### src/rtl/spi_adc_pkg.sv
// Frame layout, index types and FSM states for the MCP3002-style ADC read path.
package spi_adc_pkg;

    localparam int FRAME_LEN = 16;
    localparam int ADC_BITS  = 10;
    localparam int IDX_W     = $clog2(FRAME_LEN);

    typedef logic [IDX_W-1:0] idx_t;

    localparam idx_t CMD_BITS     = idx_t'(4);
    localparam idx_t CH_IDX       = idx_t'(2);
    localparam idx_t NULL_IDX     = idx_t'(4);
    localparam idx_t DATA_MSB_IDX = NULL_IDX + idx_t'(1);
    localparam idx_t DATA_LSB_IDX = idx_t'(14);
    localparam idx_t LAST_IDX     = idx_t'(FRAME_LEN - 1);

    typedef enum logic [1:0] {IDLE, SETUP, SHIFT, RECOVER} state_t;

    // Command word sent MSB-first: start, single-ended, channel, MSB-first.
    function automatic logic mosi_bit(input idx_t k, input logic ch);
        logic b;
        b = 1'b0;
        if (k < CMD_BITS) begin
            b = (k == CH_IDX) ? ch : 1'b1;
        end
        return b;
    endfunction

    function automatic logic is_data_idx(input idx_t k);
        return (k >= DATA_MSB_IDX) && (k <= DATA_LSB_IDX);
    endfunction

endpackage

### src/rtl/spi_sck_gen.sv
// Mode-0 SCK generator: CLK_DIV-cycle half periods while enabled, idle low otherwise.
module spi_sck_gen
    import spi_adc_pkg::*;
#(
    parameter int CLK_DIV = 25
) (
    input  logic clk,
    input  logic rst_n,
    input  logic en,
    output logic sck,
    output logic rise_pulse,
    output logic fall_pulse,
    output idx_t edge_idx
);

    localparam logic [7:0] DIV_LAST = 8'(CLK_DIV - 1);

    logic [7:0] cnt_q, cnt_d;
    logic       sck_q, sck_d;
    idx_t       idx_q, idx_d;
    logic       half_done;

    // Pulses mark the clock edge at which SCK toggles, so users act in lock-step with it.
    assign half_done  = en && (cnt_q == DIV_LAST);
    assign rise_pulse = half_done && !sck_q;
    assign fall_pulse = half_done && sck_q;

    always_comb begin
        cnt_d = cnt_q + 8'd1;
        sck_d = sck_q;
        idx_d = idx_q;
        if (!en) begin
            cnt_d = '0;
            sck_d = 1'b0;
            idx_d = '0;
        end else if (half_done) begin
            cnt_d = '0;
            sck_d = !sck_q;
            if (sck_q) begin
                idx_d = idx_q + idx_t'(1);
            end
        end
    end

    always_ff @(posedge clk or negedge rst_n) begin
        if (!rst_n) begin
            cnt_q <= '0;
            sck_q <= 1'b0;
            idx_q <= '0;
        end else begin
            cnt_q <= cnt_d;
            sck_q <= sck_d;
            idx_q <= idx_d;
        end
    end

    assign sck      = sck_q;
    assign edge_idx = idx_q;

endmodule

### src/rtl/spi2adc_rx.sv
// SPI master reading one 10-bit conversion from a 2-channel ADC per accepted start.
module spi2adc_rx
    import spi_adc_pkg::*;
#(
    parameter int CLK_DIV = 25
) (
    input  logic                CLOCK_50,
    input  logic                RESET_N,
    input  logic                start,
    input  logic                channel,
    input  logic                ADC_SDO,
    output logic                ADC_CS,
    output logic                ADC_SDI,
    output logic                ADC_SCK,
    output logic [ADC_BITS-1:0] data_out,
    output logic                data_valid,
    output logic                busy
);

    localparam logic [7:0] DIV_LAST = 8'(CLK_DIV - 1);

    state_t              state_q, state_d;
    logic                busy_q, busy_d;
    logic                cs_q, cs_d;
    logic                sdi_q, sdi_d;
    logic                ch_q, ch_d;
    logic [ADC_BITS-1:0] sr_q, sr_d;
    logic [ADC_BITS-1:0] dout_q, dout_d;
    logic                dv_q, dv_d;
    logic [7:0]          rec_q, rec_d;

    logic sck_en, rise_pulse, fall_pulse;
    idx_t edge_idx;

    assign sck_en = (state_q == SETUP) || (state_q == SHIFT);

    spi_sck_gen #(.CLK_DIV(CLK_DIV)) u_sck_gen (
        .clk        (CLOCK_50),
        .rst_n      (RESET_N),
        .en         (sck_en),
        .sck        (ADC_SCK),
        .rise_pulse (rise_pulse),
        .fall_pulse (fall_pulse),
        .edge_idx   (edge_idx)
    );

    always_comb begin
        state_d = state_q;
        busy_d  = busy_q;
        cs_d    = cs_q;
        sdi_d   = sdi_q;
        ch_d    = ch_q;
        sr_d    = sr_q;
        dout_d  = dout_q;
        dv_d    = 1'b0;
        rec_d   = rec_q;

        if (rise_pulse && is_data_idx(edge_idx)) begin
            sr_d = {sr_q[ADC_BITS-2:0], ADC_SDO};
        end

        case (state_q)
            IDLE: begin
                if (start && !busy_q) begin
                    state_d = SETUP;
                    busy_d  = 1'b1;
                    cs_d    = 1'b0;
                    sdi_d   = mosi_bit(idx_t'(0), channel);
                    ch_d    = channel;
                    sr_d    = '0;
                end
            end
            SETUP: begin
                if (rise_pulse) begin
                    state_d = SHIFT;
                end
            end
            SHIFT: begin
                if (fall_pulse) begin
                    if (edge_idx == LAST_IDX) begin
                        state_d = RECOVER;
                        cs_d    = 1'b1;
                        sdi_d   = 1'b0;
                        dout_d  = sr_q;
                        dv_d    = 1'b1;
                        rec_d   = '0;
                    end else begin
                        sdi_d = mosi_bit(edge_idx + idx_t'(1), ch_q);
                    end
                end
            end
            RECOVER: begin
                // CS held high for one half period before another start can be taken.
                if (rec_q == DIV_LAST) begin
                    state_d = IDLE;
                    busy_d  = 1'b0;
                    rec_d   = '0;
                end else begin
                    rec_d = rec_q + 8'd1;
                end
            end
            default: state_d = IDLE;
        endcase
    end

    always_ff @(posedge CLOCK_50 or negedge RESET_N) begin
        if (!RESET_N) begin
            state_q <= IDLE;
            busy_q  <= 1'b0;
            cs_q    <= 1'b1;
            sdi_q   <= 1'b0;
            ch_q    <= 1'b0;
            sr_q    <= '0;
            dout_q  <= '0;
            dv_q    <= 1'b0;
            rec_q   <= '0;
        end else begin
            state_q <= state_d;
            busy_q  <= busy_d;
            cs_q    <= cs_d;
            sdi_q   <= sdi_d;
            ch_q    <= ch_d;
            sr_q    <= sr_d;
            dout_q  <= dout_d;
            dv_q    <= dv_d;
            rec_q   <= rec_d;
        end
    end

    assign ADC_CS     = cs_q;
    assign ADC_SDI    = sdi_q;
    assign data_out   = dout_q;
    assign data_valid = dv_q;
    assign busy       = busy_q;

endmodule

### config.mk
export PLATFORM = sky130hd
export DESIGN_NAME = spi2adc_rx
export DESIGN_NICKNAME = d
export VERILOG_FILES = /design/src/rtl/spi_adc_pkg.sv /design/src/rtl/spi_sck_gen.sv /design/src/rtl/spi2adc_rx.sv
export SDC_FILE = /design/constraint.sdc
export NUM_CORES = 1
export LEC_CHECK = 0
export BUFFER_PORTS_ARGS = -buffer_cell sky130_fd_sc_hd__buf_2
export CORE_MARGIN = 4
export CORE_UTILIZATION = 36
export DETAILED_ROUTE_END_ITERATION = 8
export MAX_ROUTING_LAYER = met4
export SETUP_SLACK_MARGIN = 0.02
export SLEW_MARGIN = 40
export SYNTH_ARGS = -nofsm -noshare
export SYNTH_HDL_FRONTEND = slang
export SYNTH_HIERARCHICAL = 1
export SYNTH_SLANG_ARGS = --single-unit
### constraint.sdc
create_clock -name CLOCK_50 -period 2.5 [get_ports CLOCK_50]
set_clock_uncertainty 0.05 [all_clocks]
set_input_delay 0.375 -clock CLOCK_50 [delete_from_list [all_inputs] [get_ports CLOCK_50]]
set_output_delay 0.375 -clock CLOCK_50 [all_outputs]
set_load 0.01 [all_outputs]
## Word-level counts from Yosys, hierarchy flattened

Cells that the tools add are included.

| storage, ports and cells | value |
|---|---|
| register bits after elaboration | 48 |
| latch bits | 0 |
| RAM bits | 0 |
| ROM bits | 0 |
| output and inout port bits | 15 |
| word-level logic and storage cells | 88 |
| memories | 0 |

| operators by class | value |
|---|---|
| add/sub/neg operators | 3 |
| multiply operators | 0 |
| div/mod/pow operators | 0 |
| order comparisons | 3 |
| equal/unequal tests | 14 |
| shift-type cells | 0 |
| mux-type cells | 35 |
| bitwise gates (word level) | 0 |
| reduce and logical (&&, ||, !) cells | 21 |

Operator list:

| operator | count |
|---|---|
| 2-to-1 mux 8 bit | 5 |
| 2-to-1 mux 10 bit | 3 |
| adder 8 x 1 -> 8 bit, second input constant | 2 |
| == test 8 x 5 -> 1 bit, second input constant | 2 |
| one-hot mux 8 bit (2 select lines) | 1 |
| 2-to-1 mux 1 bit | 14 |
| 2-to-1 mux 4 bit | 3 |
| != test 2 bit, second input constant | 6 |
| AND reduction 3 bit | 4 |
| 2-to-1 mux 2 bit | 5 |
| one-hot mux 2 bit (4 select lines) | 1 |
| logical AND 1 bit | 6 |
| one-hot mux 1 bit (2 select lines) | 3 |
| nonzero test 2 bit | 3 |
| AND reduction 5 bit | 1 |
| adder 4 x 1 -> 4 bit, second input constant | 1 |
| == test 2 bit, second input constant | 2 |
| == test 4 x 2 -> 1 bit, second input constant | 1 |
| == test 4 bit, second input constant | 1 |
| >= comparator 4 x 3 -> 1 bit, second input constant | 1 |
| <= comparator 4 bit, second input constant | 1 |
| < comparator 4 x 3 -> 1 bit, second input constant | 1 |
| AND reduction 2 bit | 2 |
| AND reduction 4 bit | 1 |
| other kinds (5) | 6 |

## Logic depth before layout (Yosys ltp)

| depth | value |
|---|---|
| depth in word-level cells | 8 |
| gate-level depth with buffers | 10 |
| mapped depth without buffers | 8 |

## Hierarchy

The synthesis kept the hierarchy.

Modules (own cells, without submodules):

| module | times used | cells an instance | area each (um^2) | seq. area each (um^2) |
|---|---|---|---|---|
| spi2adc_rx | 1 | 154 | 1,704.1 | 877.1 |
| spi_sck_gen | 1 | 69 | 654.4 | 325.3 |

## Worst setup path before layout

Ideal clock, no wire load.

| timing | value |
|---|---|
| path type | flip-flop to flip-flop |
| start point | register u_sck_gen.cnt_q[2] |
| end point | register dout_q[2], in the netlist data_out[2] |
| arrival time | 2.178 ns |
| data required time | 2.325 ns |
| setup slack | 0.148 ns |
| cell stages (with the launch flop) | 8 |
| period minus slack after synthesis | 2.352 ns |
| cell sequence | dfrtp_1 or4b_1 buf_2 nor3_1 nand2_1 nor2_1 buf_2 mux2_2 |

| on the way | value |
|---|---|
| longest elaborated chain between the ends | 4 |

Ends and longest elaborated chain:

| element | RTL line | text |
|---|---|---|
| start: declaration | spi_sck_gen.sv:18 | `logic [7:0] cnt_q, cnt_d;` |
| start signal: assignment | spi_sck_gen.sv:51 | `cnt_q <= cnt_d;` |
| == test 8 x 5 -> 1 bit | spi_sck_gen.sv:24 | `assign half_done = en && (cnt_q == DIV_LAST);` |
| logical AND 1 bit | spi_sck_gen.sv:24 |  |
| logical AND 1 bit | spi_sck_gen.sv:26 | `assign fall_pulse = half_done && sck_q;` |
| via fall_pulse | spi2adc_rx.sv:32 | `logic sck_en, rise_pulse, fall_pulse;` |
| AND reduction 3 bit (no line) | n/a |  |
| end signal: assignment | spi2adc_rx.sv:124 | `dout_q <= dout_d;` |
| end: declaration | spi2adc_rx.sv:28 | `logic [ADC_BITS-1:0] dout_q, dout_d;` |

The timed path passes the listed nets, and every way through them passes these cells.
A chain may end at the register's enable or synchronous reset.

## Worst setup path after layout

| timing | value |
|---|---|
| start point | register state_q[1] |
| end point | register state_q[1] |

| on the way | value |
|---|---|
| longest elaborated chain between the ends | 6 |

Ends and longest elaborated chain:

| element | RTL line | text |
|---|---|---|
| start: declaration | spi2adc_rx.sv:22 | `state_t state_q, state_d;` |
| start signal: assignment | spi2adc_rx.sv:118 | `state_q <= state_d;` |
| == test 2 x 1 -> 1 bit or == test 2 bit (tied branches) | spi2adc_rx.sv:35 | `assign sck_en = (state_q == SETUP) \|\| (state_q == SHIFT);` |
| logical OR 1 bit (*) | spi2adc_rx.sv:35 |  |
| via sck_en | spi2adc_rx.sv:32 |  |
| logical AND 1 bit (*) | spi_sck_gen.sv:24 |  |
| logical AND 1 bit (*) | spi_sck_gen.sv:25 | `assign rise_pulse = half_done && !sck_q;` |
| via rise_pulse | spi2adc_rx.sv:32 |  |
| != test 2 bit (no line) (*) | n/a |  |
| AND reduction 5 bit (no line) (*) | n/a |  |

The timed path passes the listed nets; every way through them passes the cells marked *.

==> impl_metrics.env <==
export IMPL_status="completed"
export IMPL_drv_slew=0
export IMPL_core_rowCount=29
export IMPL_grt_pass1_vias=1698
export IMPL_io_buffers=19
export IMPL_yosys_register_bits=48
export IMPL_cts_sinks=48
export IMPL_dr_pass1_iters=4
export IMPL_final_common_cell="dfrtp_1"
export IMPL_hold_buffers=0
export IMPL_p_leak_nw=1.37
export IMPL_post_route_drc_count=0
export IMPL_antennaDiodeCount=0
export IMPL_cts_buffers=5
export IMPL_fin_crit_sh=0.911
export IMPL_initial_utilization=0.371
export IMPL_ys_seq_area_frac=0.510
export IMPL_fin_util=0.439
export IMPL_vias=1720
export IMPL_wirelength_um=4480
export IMPL_worstSetupStartpointType="register"
export IMPL_multi_input_area_mm2=0.00108
export IMPL_yosysTopAreaCell="dfrtp_1"
export IMPL_antenna_left=0
export IMPL_gr_usage_all_layers=0.130
export IMPL_setup_viol=0
export IMPL_netlist_top_cells_area="dfrtp_1 (50%), mux2_2 (5.7%), ha_1 (5.3%)"
export IMPL_critical_path_class="register to register"
export IMPL_cts_root_buf="clkbuf_8"
export IMPL_crit_arrival_ps=2420
export IMPL_hold_viol_final=0
export IMPL_clkLatencyLatePin_ps=300
export IMPL_regArea_mm2=0.00120
export IMPL_grt_start_max_net_pins=29
export IMPL_die_w_um=88.9
export IMPL_cts_tree="yes"
export IMPL_drtIter0Drc=53
export IMPL_core_mm2=0.00635
export IMPL_syn_area_mm2=0.00236
export IMPL_gp_congestion=0.817
export IMPL_fp_dieH_um=88.9
export IMPL_overflow=0
export IMPL_hp_class="input pin to asynchronous set/reset pin"
export IMPL_tightest_slew_ps=652
export IMPL_viasPerCell=5.13
export IMPL_ys_types=41
export IMPL_drv_cap=0
export IMPL_synth_avg_cell_area_um2=10.6
export IMPL_layout_common_cells="dfrtp_1 (47), nor2_1 (23), buf_2 (19)"
export IMPL_wl_per_cell_um=13.4
export IMPL_grt_first_pass_wirelength_um=7900
export IMPL_ir_drop_uv=309
export IMPL_fill_cells=605
export IMPL_cellPowerDensity_mw_per_mm2=540
export IMPL_cp_end_kind="register"
export IMPL_cts_path_max_buffers=2
export IMPL_place_hpwl_um=3270
export IMPL_synth_warnings=6
export IMPL_dieArea_mm2=0.00791
export IMPL_synth_fp_nets=238
export IMPL_area_growth_pct=18.1
export IMPL_synth_top_cell_area_share=0.499
export IMPL_final_nets=272
export IMPL_grt_antenna_before_repair=0
export IMPL_path_clk_slew_ps=90
export IMPL_rsz0062_at_grt="false"
export IMPL_path_max_fanout=8
export IMPL_syn_inst=223
export IMPL_drive_above_1_share=0.240
export IMPL_timing_setup_tns_ps=0
export IMPL_max_freq_mhz=439
export IMPL_htree_num_levels=2
export IMPL_pin_count=20
export IMPL_required_ps=2640
export IMPL_min_period_ps=2280
export IMPL_max_slew_margin=0.565
-- kinds of logic (layout without fill, tap and decap cells) --
kind of cell	after synthesis	in the layout	share of synthesized area
AND/OR/NAND/NOR	72	72	0.157
flip-flops	48	48	0.510
AO/OA/AOI/OAI	44	44	0.121
multiplexers	24	24	0.110
buffers and inverters	22	57	0.0371
adder cells (fa/ha/maj)	10	10	0.0531
XOR/XNOR	3	3	0.0111
-- path summary, 6_finish.rpt --
| kind | slack [ps] | cells past startpoint | startpoint | end |
|---|---|---|---|---|
| setup / recovery | 220 | 9 | state_q[1] | state_q[1] |
| hold / removal | 40 | 1 | RESET_N | ADC_SDI |
| setup reg to reg | 220 | 9 | state_q[1] | state_q[1] |
| hold reg to reg | 460 | 1 | data_out[5] | data_out[5] |
| max in group asynchronous | 1700 | 2 | RESET_N | u_sck_gen/cnt_q[3] |
| min in group CLOCK_50 | 270 | 2 | channel | ch_q |
-- metal layers --
| metal | global-route usage | wire length [µm] | vias to the layer above |
|---|---|---|---|
| met3 | 0.0276 | 127 | 5 |
| li1 | - | - | 859 |
| met1 | 0.179 | 2230 | 835 |
| met5 | - | 0 | - |
| met2 | 0.194 | 2080 | 21 |
| met4 | 0.0365 | 44 | 0 |
-- registers in the layout, indices dropped and copies added (netlist names) --
signal,flops
ch_q,1
u_sck_gen/cnt_q,8
ADC_SDI,1
u_sck_gen/edge_idx,4
sr_q,10
state_q,2
u_sck_gen/sck,1
busy,1
data_out,10
data_valid,1
rec_q,8
ADC_CS,1
-- Yosys cell counts, drive strengths merged --
library cell / count
dfrtp: 47
nor2: 23
inv: 15
mux2: 13
o21ai: 13
a21oi: 12
mux2i: 11
nand2: 11
ha: 10
nand3: 10
nor3: 6
or3: 6
a22o: 4
buf: 4
nor2b: 4
o31ai: 4
clkbuf: 3
nand4: 3
o22ai: 3
or4: 3
nand2b: 2
or4b: 2
xor2: 2
a2111oi: 1
a21o: 1
a221oi: 1
a31oi: 1
a32oi: 1
dfstp: 1
nand4b: 1
nor4: 1
o211ai: 1
o21a: 1
o2bb2ai: 1
xnor2: 1
-- worst max-delay path: stages, from the launching register on --
cell	delay [ps]
dfrtp_1	400
inv_1	90
ha_1	320
inv_1	130
nor4_1	340
buf_4	170
nor2b_1	40
a21oi_1	190
nand3_2	120
mux2_4	320
-- timing repair --
action,CTS,global route
endpoints found under the setup margin,0,18
setup buffers,0,0
hold endpoints to repair,0,0
resized for setup,0,4
-- where the power goes --
part	switching, mW	total, mW	internal, mW
logic	0.0240	0.0357	0.0116
clock network	0.274	0.676	0.403
registers	0.00766	0.793	0.786
-- cell type report --
cell class	count	share of cell area
sequential	48	0.432
tap	77	0.0346
inverter	15	0.0202
clock inverter	3	0.0247
multi-input combinational	153	0.389
clock buffer	5	0.0247
timing repair buffer	34	0.0746
-- metrics by stage --
| step | cell area, µm² | worst slack (ps) | power [mW] | std cells | hold slack, ps |
|---|---|---|---|---|---|
| finish | 2790 | 222 | 1.51 | 335 | 42.9 |
| global route | 2790 | 44.8 | 1.57 | 335 | 83.4 |
| CTS | 2770 | 39.5 | 1.53 | 335 | 63.9 |
| detailed placement | 2630 | 77.2 | 0.846 | 327 | 398 |
| global placement | 2630 | 164 | 0.845 | 327 | 394 |
| floorplan | 2360 | 148 | 0.818 | 223 | 29.4 |
Note: power is estimated with default switching activity, not from simulation.
